===== src/rtl/alu.sv =====
// -----------------------------------------------------------------------------
// alu -- registered ALU with four opcodes.
//
// Operands and opcode are sampled on a rising edge with in_valid high. The
// result is loaded into R on that edge, and out_valid pulses for the following
// cycle. When in_valid is low, R holds its value and out_valid returns to 0.
//
//   OPC = 00 : R = A + B (mod 2^WIDTH), carry discarded
//   OPC = 01 : R = A << B, using the full value of B; B >= WIDTH gives 0
//   OPC = 10 : R = {0..., ^A}  (odd parity of A in bit 0)
//   OPC = 11 : R = 0
//
// Ports
//   clk        rising-edge clock
//   rst_n      asynchronous active-low reset (clears R and out_valid)
//   in_valid   qualifies A, B, OPC for this cycle
//   A, B       unsigned operands (B is the shift amount for OPC = 01)
//   OPC        operation select
//   R          registered result
//   out_valid  one-cycle pulse marking a new result in R
// -----------------------------------------------------------------------------
module alu #(
  parameter int WIDTH = 32
) (
  input  logic             clk,
  input  logic             rst_n,
  input  logic             in_valid,
  input  logic [WIDTH-1:0] A,
  input  logic [WIDTH-1:0] B,
  input  logic [1:0]       OPC,
  output logic [WIDTH-1:0] R,
  output logic             out_valid
);

  typedef enum logic [1:0] {
    OP_ADD = 2'b00,
    OP_SHL = 2'b01,
    OP_PAR = 2'b10,
    OP_UND = 2'b11
  } op_e;

  localparam int               SHIFT_BITS = $clog2(WIDTH);
  localparam logic [WIDTH-1:0] WIDTH_V    = WIDTH'(WIDTH);

  logic [WIDTH-1:0] r_q, r_d;
  logic             out_valid_q, out_valid_d;
  logic [WIDTH-1:0] result;

  // Result of the selected operation on the current inputs.
  always_comb begin
    // NOTE: every combinational output gets a default first, so no path
    // through the case leaves it unassigned and no latch is inferred.
    result = '0;
    case (op_e'(OPC))
      OP_ADD: result = A + B;
      OP_SHL: begin
        // The whole of B counts as the shift amount: anything at or above
        // WIDTH clears the result, rather than wrapping on the low bits.
        if (B >= WIDTH_V) result = '0;
        else              result = A << B[SHIFT_BITS-1:0];
      end
      OP_PAR: result[0] = ^A;
      OP_UND: result = '0;
      // An opcode containing X/Z matches none of the above and yields 0.
      default: result = '0;
    endcase
  end

  // Next-state selection: load on valid, otherwise hold R and drop valid.
  always_comb begin
    r_d         = r_q;
    out_valid_d = 1'b0;
    if (in_valid) begin
      r_d         = result;
      out_valid_d = 1'b1;
    end
  end

  // NOTE: state flops use non-blocking assignments so that every register
  // samples the pre-edge values, independent of statement order.
  always_ff @(posedge clk or negedge rst_n) begin
    if (!rst_n) begin
      r_q         <= '0;
      out_valid_q <= 1'b0;
    end else begin
      r_q         <= r_d;
      out_valid_q <= out_valid_d;
    end
  end

  assign R         = r_q;
  assign out_valid = out_valid_q;

endmodule


===== config.mk =====
export PLATFORM = sky130hd
export DESIGN_NAME = alu
export DESIGN_NICKNAME = d
export VERILOG_FILES = /design/src/rtl/alu.sv
export SDC_FILE = /design/constraint.sdc
export NUM_CORES = 1
export LEC_CHECK = 0
export ABC_CLOCK_PERIOD_IN_PS = 850
export CAP_MARGIN = 10
export CORE_MARGIN = 2
export CORE_UTILIZATION = 54
export DETAILED_ROUTE_END_ITERATION = 7
export HOLD_SLACK_MARGIN = 0.03
export PLACE_DENSITY = 0.83
export SYNTH_ARGS = -nofsm -noshare
export SYNTH_HDL_FRONTEND = slang
export SYNTH_SLANG_ARGS = --single-unit

===== constraint.sdc =====
create_clock -name clk -period 0.85 [get_ports clk]
set_input_delay 0.1275 -clock clk [delete_from_list [all_inputs] [get_ports clk]]
set_output_delay 0.1275 -clock clk [all_outputs]
set_load 0.005 [all_outputs]

==> impl_metrics.ini, run 1 <==
[placed_design]
gp_congestion = 1.04
pre_cts_ws_ns = -2.25
dpl.hpwl_mm = 16.9
portBuffers = 101

[synth]
syn_avg_cell_area_um2 = 8.16
yosysUniqueCellTypes = 63
ys_seq_area_frac = 0.166
yosysWarningCount = 0
synth.ff_latch_count = 33
synthCells = 611
synth_area_um2 = 4990
syn-num-nets = 713
async_flop_share = 1.00
synth_ff_type = dfrtp_1
synth_edf_count = 0

[cts]
htree_levels = 2
cts-hold-fix-buffers = 0
clock_sinks = 33
cts_made_buffers = 5
cts-root-buf = clkbuf_8
clk_path_buf_depth = 2

[run_status]
error = [ERROR DPL-0038] Utilization greater than 100%, impossible to legalize
stop_stage = 5_1_grt
outcome = aborted with a tool error

[die]
row_count = 35
initial_core_util = 0.548
io_pins = 102
chipWidth_um = 100
die_h_um = 100

[global_routing]
grt_max_degree = 36

[sta]
worstEpCategory = register input
worst_endpoint = R[23]$_DFFE_PN0P_/D
## synth_stat cells, types with 3 or more instances
cell,number,share of area
o21bai_1,4,0.0060
buf_4,3,0.0045
nor3_1,5,0.0050
ha_1,32,0.080
o2bb2ai_1,7,0.012
mux2i_1,45,0.090
clkbuf_1,17,0.013
o21a_1,3,0.0045
buf_1,3,0.0023
nor2b_1,11,0.014
a211oi_1,9,0.014
o211ai_1,5,0.0075
a221oi_1,8,0.014
a21oi_1,59,0.059
clkinv_1,3,0.0023
a31oi_1,3,0.0038
nand2b_1,11,0.014
a22oi_1,4,0.0060
a221o_1,4,0.0080
nand2_1,61,0.046
dfrtp_1,33,0.17
inv_1,10,0.0075
nor4_1,8,0.010
o22ai_1,6,0.0075
xnor2_1,41,0.072
nor2_1,64,0.048
nand4_1,9,0.011
nand3_1,4,0.0040
mux4_2,16,0.072
o21ai_1,6,0.0060
xor2_1,12,0.021
buf_2,9,0.0090
mux2_2,13,0.029
o31ai_1,3,0.0045
o21ai_0,28,0.028
a21o_1,16,0.024
## cells by family after synthesis
| logic type | after synthesis | share of synthesized area |
|---|---|---|
| flops | 33 | 0.166 |
| mux | 74 | 0.192 |
| compound gates | 189 | 0.258 |
| simple gates | 182 | 0.166 |
| fa+ha+maj | 33 | 0.0843 |
| xor+xnor | 53 | 0.0931 |
| buf+inv | 47 | 0.0414 |
## metrics by stage
stage,instances,instance area (um2),hold WS [ns],setup TNS (ns),util
CTS,1032,8660,0.207,-34.87,0.951
detailed placement,984,7710,0.490,-62.68,0.846
global placement,984,7710,0.473,-59.35,0.846
floorplan,611,5350,-0.168,-34.44,-
## repair_timing
| item | CTS |
|---|---|
| endpoints found under the hold margin | 0 |
| setup endpoints to repair | 65 |
| cloned | 3 |
| buffers inserted | 38 |
| pin swaps | 108 |
| resized for setup | 483 |
==> run 2, diff against run 1 <==
CORE_UTILIZATION = 40   (was 54)
HOLD_SLACK_MARGIN = unset   (was 0.03)
PLACE_DENSITY = unset   (was 0.83)
PLACE_DENSITY_LB_ADDON = 0.15   (was unset)
==> run 2 against run 1 <==
  * The flow now finishes, with violations (negative setup slack)
  * Synthesized area unchanged
  * Synthesized cell count unchanged
==> impl_metrics.ini, run 2 <==
[synth]
synth_edf_count = 0
synth_common_cells = 64 x nor2_1, 61 x nand2_1, 59 x a21oi_1
yosysMostFrequentCell = nor2_1
syn_avg_cell_area_um2 = 8.16
async_flop_share = 1.00
yosys-top-cells-area = dfrtp_1 17%, mux2i_1 9.0%, ha_1 8.0%
yosys.area.top_type = dfrtp_1
synthCells = 611
ys_seq_area_frac = 0.166
synth.top_cell.area_share = 0.166
synth.ff_latch_count = 33
yosysUniqueCellTypes = 63
synth_area_um2 = 4990
yosysWarningCount = 0
synth_ff_type = dfrtp_1
syn-num-nets = 713

[die]
coreArea_um2 = 12100
die_area_um2 = 13400
chipWidth_um = 116
row_count = 40
io_pins = 102
die_h_um = 116
initial_core_util = 0.412

[setup_path]
timing.rr.start = R[26]
critical_path.max_fanout = 3
crit_type = in -> reg
r2r_cells = 4
crit_required_ns = 1.02
worst-r2r-setup-slack_ns = -0.23
start_kind = primary input
critical_path_arrival_ns = 2.48
r2r_end = R[26]
cp-end-kind = flop

[cts]
cts_tree = yes
htree_levels = 2
cts_made_buffers = 5
cts-hold-fix-buffers = 0
cts-root-buf = clkbuf_16
clk_pin_slew_worst_paths_ns = 0.06
clock_sinks = 33
clk_path_buf_depth = 2
clk_latency_ns = 0.28

[drt]
finalWirelength_mm = 23.8
drt_iter0_drc = 548
vias = 6553
detail-route-antenna-nets = 0
post_drt_wl_per_cell_um = 21.3
firstDrtPassIters = 5
avgViaCountPerCell = 5.86
drc = 0

[global_routing]
antenna_found_initial = 0
grt_max_degree = 36
grt_pass1_wl_mm = 35.1
grtUsageTotal = 0.340
grt-ovfl-total = 0
grt_pass1_vias = 6378

[power_and_ir_drop]
power.share.sequential = 0.174
p_per_area_nw_per_um2 = 1100
p_int_mw = 6.45
p_leak_nw = 4.25
pwr-share-comb = 0.641
p_sw_frac = 0.384
clockPowerShare = 0.185
p_switching_mw = 4.02
worst_ir_drop_vdd_uv = 689

[finish]
layout_commonest_cell = buf_4
layout_common_cells = 231 x buf_4, 56 x nor2_1, 54 x nand2_1
drive_gt1_frac = 0.591
final_cells = 1118
area_delta_synth_final_pct = 90.2
diodes = 0
utilization = 0.783
largest_register_ff_count = 32
nets = 1051

[placed_design]
dpl.hpwl_mm = 16.8
portBuffers = 101
pre_cts_ws_ns = -2.25
dp_cells = 1056
gp_congestion = 0.992

[sta]
slew_headroom = 0.566
min_period_ns = 2.31
postLayoutSetupSlackWorst_ns = -1.46
hold_violations = 0
skew_ns = 0
slew_viol_final = 0
fin_crit_sh = 2.72
rsz0062_at_grt = yes
fmax_ghz = 0.432
worst_pin_slew_ns = 0.644
setup_violations = 65

[flow_run]
drv_cap = 0

[hold_path]
hold_path.class = in -> async

[run_status]
outcome = finished, violations left
violations = negative setup slack
run 2: cell counts after synthesis:
No cell type changed its count.
run 2: kinds of logic after synthesis:
logic type | Yosys count | synth area share
mux | 74 | 0.192
fa+ha+maj | 33 | 0.0843
compound gates | 189 | 0.258
simple gates | 182 | 0.166
flops | 33 | 0.166
xor+xnor | 53 | 0.0931
buf+inv | 47 | 0.0414
run 2: worst max path at each step:
stage	cells past startpoint	slack (ns)	endpoint	start
floorplan	14	-1.77	R[28]	B[1]
global placement	12	-2.17	R[22]	A[0]
detailed placement	13	-2.25	R[30]	A[0]
CTS	13	-1.29	R[28]	B[0]
global route	13	-1.54	R[28]	B[0]
finish	13	-1.46	R[28]	B[0]
run 2: through the flow:
stage / instance area, um2 / hold WS [ns] / power (mW) / setup TNS (ns)
6_report: 9490 / 0.221 / 10.5 / -36.41
5_1_grt: 9490 / 0.240 / 10.9 / -38.89
4_1_cts: 8970 / 0.230 / 9.71 / -33.69
3_5_place_dp: 7900 / 0.481 / 7.19 / -62.02
3_3_place_gp: 7900 / 0.482 / 7.09 / -59.99
2_1_floorplan: 5350 / -0.168 / 4.60 / -34.44
run 2: power by group through the flow:
stage | Sequential, mW | Combinational [mW] | Clock (mW)
after floorplan | 1.86 | 2.74 | 0
after detailed placement | 1.85 | 5.33 | 0
final | 1.82 | 6.71 | 1.94
after CTS | 1.82 | 5.97 | 1.92
after global routing | 1.84 | 7.07 | 1.95
after global placement | 1.85 | 5.25 | 0
run 2: repair_timing:
item                                    CTS  global route
pin swaps                               106            68
endpoints found under the setup margin   65            65
setup buffers                            44            15
resized for setup                       528            98
gates cloned                              1             0
run 2: worst max-delay path: stages:
cell and delay, ns:
buf_12 0.08, ha_4 0.13, inv_2 0.04, fa_2 0.33, nand2b_4 0.16, a21oi_4 0.17
o41ai_4 0.10, o31ai_4 0.39, o31ai_4 0.12, o21ai_2 0.19, a41oi_2 0.16, xnor2_1 0.15
a221o_1 0.32
run 2: area by class of cell:
| type | count | area, um2 |
|---|---|---|
| clock inverter | 1 | 5.00 |
| clock buffer | 7 | 153 |
| sequential | 33 | 826 |
| tap | 168 | 210 |
| fill | 767 | 2630 |
| timing repair buffer | 364 | 3010 |
| inverter | 14 | 63.8 |
| multi-input combinational | 531 | 5220 |
run 2: metal layers:
metal / global-route usage / part of all wire
met1: 0.475 / 0.42
met2: 0.544 / 0.46
met3: 0.0492 / 0.080
met4: 0.113 / 0.041
met5: 0 / 0
(Power assumes the default switching activity.)
==> run 3, diff against run 2 <==
RECOVER_POWER = 50   (was unset)
==> run 3 against run 2 <==
  * The run still ends with negative setup slack left
  * Total power about the same
  * Final cell count unchanged
  * Wire length about the same
==> impl_metrics.ini, run 3 (synthesized netlist as in run 2, its figures left out) <==
[cts]
clk_path_buf_depth = 2
cts-root-buf = clkbuf_16
htree_levels = 2
clock_sinks = 33
cts_tree = yes
cts-hold-fix-buffers = 0
cts_made_buffers = 5
clk_latency_ns = 0.28
clk_pin_slew_worst_paths_ns = 0.06

[drt]
drt_iter0_drc = 547
vias = 6571
drc = 0
post_drt_wl_per_cell_um = 21.3
finalWirelength_mm = 23.8
avgViaCountPerCell = 5.88
detail-route-antenna-nets = 0
firstDrtPassIters = 5

[power_and_ir_drop]
p_leak_nw = 4.24
p_sw_frac = 0.384
worst_ir_drop_vdd_uv = 689
p_int_mw = 6.44
power.share.sequential = 0.174
p_switching_mw = 4.02
pwr-share-comb = 0.641
p_per_area_nw_per_um2 = 1100
clockPowerShare = 0.185

[sta]
postLayoutSetupSlackWorst_ns = -1.46
hold_violations = 0
setup_violations = 65
fin_crit_sh = 2.72
slew_headroom = 0.566
tns_ns = -36.40
fmax_ghz = 0.432
worst_pin_slew_ns = 0.644
skew_ns = 0
slew_viol_final = 0
min_period_ns = 2.31
rsz0062_at_grt = yes
holdWs_ns = 0.373

[die]
die_h_um = 116
io_pins = 102
coreArea_um2 = 12100
row_count = 40
initial_core_util = 0.412
chipWidth_um = 116
die_area_um2 = 13400

[global_routing]
grtUsageMet3 = 0.0492
grt_pass1_wl_mm = 35.1
met2_usage = 0.544
grtUsageTotal = 0.340
grt_use_met1 = 0.475
grt-ovfl-total = 0
antenna_found_initial = 0
grt_max_degree = 36
busiest_layer = met2
grt_pass1_vias = 6378

[setup_path]
start_kind = primary input
cp-end-kind = flop
crit_required_ns = 1.02
crit_type = in -> reg
worst-r2r-setup-slack_ns = -0.23
critical_path.max_fanout = 3
critical_path_arrival_ns = 2.48

[placed_design]
dp_cells = 1056
dpl.hpwl_mm = 16.8
portBuffers = 101
gp_congestion = 0.992

[run_status]
violations = negative setup slack
outcome = finished, violations left

[flow_run]
drv_cap = 0

[finish]
diodes = 0
layout_commonest_cell = buf_4
drive_gt1_frac = 0.591
nets = 1051
layout_common_cells = 231 x buf_4, 56 x nor2_1, 54 x nand2_1
final_cells = 1118
area_delta_synth_final_pct = 89.9
largest_register_ff_count = 32

[hold_path]
hold_path.class = in -> async
==> run 3: cell count changes in the layout (fill, tap and decap cells not counted) <==
cell	delta
buf_12	-1
clkbuf_4	+1
clkdlybuf4s50_1	-1
dlygate4sd3_1	+1
==> run 3: routing by layer <==
layer | share of wire | vias to the layer above
li1 | - | 2971
met3 | 0.080 | 77
met4 | 0.041 | 0
met5 | 0 | -
met2 | 0.46 | 335
met1 | 0.42 | 3188
==> run 3: critical path: stages <==
cell and delay (ns):
buf_12 0.08, ha_4 0.13, inv_2 0.04, fa_2 0.33, nand2b_4 0.16, a21oi_4 0.17
o41ai_4 0.10, o31ai_4 0.39, o31ai_4 0.12, o21ai_2 0.19, a41oi_2 0.16, xnor2_1 0.15
a221o_1 0.32
==> run 3: worst paths after layout <==
kind / from / depth (start not counted) / to
worst min register to register: R[18] / 2 / R[18]
worst min-delay path: rst_n / 2 / R[21]
worst max register to register: R[26] / 4 / R[26]
min in group clk: B[30] / 5 / R[31]
worst max-delay path: B[0] / 13 / R[28]
max in group asynchronous: rst_n / 2 / R[12]
==> run 3: area by class of cell <==
| cell class | count | area (um2) |
|---|---|---|
| clock buffers | 7 | 153 |
| clock inverters | 1 | 5.00 |
| fillers | 769 | 2640 |
| inverters | 14 | 63.8 |
| multi-input cells | 531 | 5220 |
| flip-flops and latches | 33 | 826 |
| well taps | 168 | 210 |
| repair buffers | 364 | 3000 |
==> run 3: power groups by stage <==
stage	clock [mW]	combinational [mW]	sequential (mW)
floorplan	0	2.74	1.86
global placement	0	5.25	1.85
detailed placement	0	5.33	1.85
CTS	1.92	5.97	1.82
global route	1.95	7.06	1.84
finish	1.93	6.70	1.82
==> run 3: what timing repair did <==
item | in CTS | in global routing
endpoints found under the setup margin | 65 | 65
setup buffers | 44 | 15
cloned | 1 | 0
gates resized for setup | 528 | 98
pin swaps | 106 | 68
==> run 3: through the flow <==
stage / setup WS [ns] / util / cell area [um2] / total power, mW
final: -1.46 / 0.782 / 9470 / 10.5
after floorplan: -1.77 / - / 5350 / 4.60
after global routing: -1.54 / 0.782 / 9470 / 10.8
after detailed placement: -2.25 / 0.652 / 7900 / 7.19
after global placement: -2.17 / 0.652 / 7900 / 7.09
after CTS: -1.29 / 0.741 / 8970 / 9.71
==> run 4, diff against run 3 <==
SKIP_CTS_REPAIR_TIMING = 1   (was unset)
==> run 4 against run 3 <==
  * The flow still finishes with violations (negative setup slack)
  * Die area did not move
  * Core utilization is 2.0 points lower
  * Clock skew unchanged
  * Clock-buffer cell count stayed put
  * Hold slack improved by 0.0036 ns
  * Clock power about the same
  * Critical path type unchanged
  * Via count is 3.1% lower
  * Wire length is 2.5% lower
  * Highest routed layer unchanged
  * Flip-flop and latch count unchanged
  * Final cell count down 1.3%
  * Register-to-register slack gained 0.02 ns
==> impl_metrics.ini, run 4 (synthesized netlist as in run 2, its figures left out) <==
[run_status]
outcome = finished, violations left
violations = negative setup slack

[drt]
post_drt_wl_per_cell_um = 21.0
vias = 6370
drt_iter0_drc = 596
avgViaCountPerCell = 5.78
detail-route-antenna-nets = 0
finalWirelength_mm = 23.2
firstDrtPassIters = 6
drc = 0

[power_and_ir_drop]
p_per_area_nw_per_um2 = 1100
worst_ir_drop_vdd_uv = 737
p_total_mw = 10.2
p_leak_nw = 4.37

[finish]
nets = 1036
area_delta_synth_final_pct = 85.1
layout_commonest_cell = buf_4
utilization = 0.762
largest_register_ff_count = 32
diodes = 0
final_cells = 1103
layout_common_cells = 216 x buf_4, 56 x nand2_1, 55 x nor2_1
final_area_um2 = 9230
drive_gt1_frac = 0.541
fillers = 845

[setup_path]
crit_required_ns = 1.07
r2r_end = R[23]
timing.rr.start = R[23]
worst-r2r-setup-slack_ns = -0.21
critical_path_arrival_ns = 2.46
r2r_cells = 5
start_kind = primary input
critical_path.max_fanout = 4
critPathCapture = R[29]
crit_type = in -> reg
cp-end-kind = flop
startpoint = A[12]

[global_routing]
grt-ovfl-total = 0
grt_max_degree = 36
grtUsageTotal = 0.304
grt_pass1_vias = 5750
antenna_found_initial = 0
grt_pass1_wl_mm = 31.4

[cts]
cts_made_buffers = 5
clk_path_buf_depth = 2
clk_latency_ns = 0.28
htree_levels = 2
cts-root-buf = clkbuf_16
cts_tree = yes
clk_pin_slew_worst_paths_ns = 0.06
clock_sinks = 33

[sta]
slew_headroom = 0.673
holdWs_ns = 0.377
tns_ns = -36.01
worst_pin_slew_ns = 0.491
slew_viol_final = 0
fmax_ghz = 0.446
hold_violations = 0
rsz0062_at_grt = yes
postLayoutSetupSlackWorst_ns = -1.39
setup_violations = 65
skew_ns = 0
fin_crit_sh = 2.64
min_period_ns = 2.24

[placed_design]
dpl_cell_area_um2 = 7900
gp_congestion = 0.992
dpl.hpwl_mm = 16.8
dp_cells = 1056
pre_cts_ws_ns = -2.25
portBuffers = 101

[die]
die_area_um2 = 13400
row_count = 40
coreArea_um2 = 12100
die_h_um = 116
initial_core_util = 0.412
chipWidth_um = 116
io_pins = 102

[flow_run]
drv_cap = 0

[hold_path]
hold_path.class = in -> async
[run 4: layer usage]
| metal | vias up | wire [um] | track usage |
|---|---|---|---|
| met5 | - | 0 | 0 |
| met3 | 61 | 1610 | 0.0345 |
| li1 | 2935 | - | - |
| met2 | 314 | 10800 | 0.473 |
| met1 | 3060 | 10000 | 0.451 |
| met4 | 0 | 756 | 0.0778 |
[run 4: worst min-delay path by stage]
stage / from / end / depth (start not counted)
global route: rst_n / R[24] / 2
floorplan: rst_n / R[0] / 0
global placement: R[18] / R[18] / 2
finish: rst_n / R[23] / 2
CTS: rst_n / R[21] / 2
detailed placement: R[18] / R[18] / 2
[run 4: report_power, final]
part	switching [mW]	internal (mW)	leakage (nW)
logic	3.13	3.29	3.86
registers	0.0926	1.74	0.421
clock network	0.696	1.24	0.0799
[run 4: area by class of cell]
cell class	instances	area, um2	share of cell area
sequential	33	826	0.0895
clock inverter	1	5.00	0.000542
multi-input combinational	531	5080	0.550
inverter	14	62.6	0.00678
clock buffer	7	153	0.0165
tap	168	210	0.0228
timing repair buffer	349	2900	0.314
[run 4: critical path, stage by stage]
cell and delay [ns]:
buf_6 0.09, buf_6 0.13, ha_4 0.29, nand2_2 0.07
o21a_1 0.20, a21oi_2 0.24, o31ai_4 0.13, o2111ai_2 0.19
o211ai_1 0.15, buf_4 0.16, o211a_1 0.21, nor4_2 0.26
o22a_1 0.20
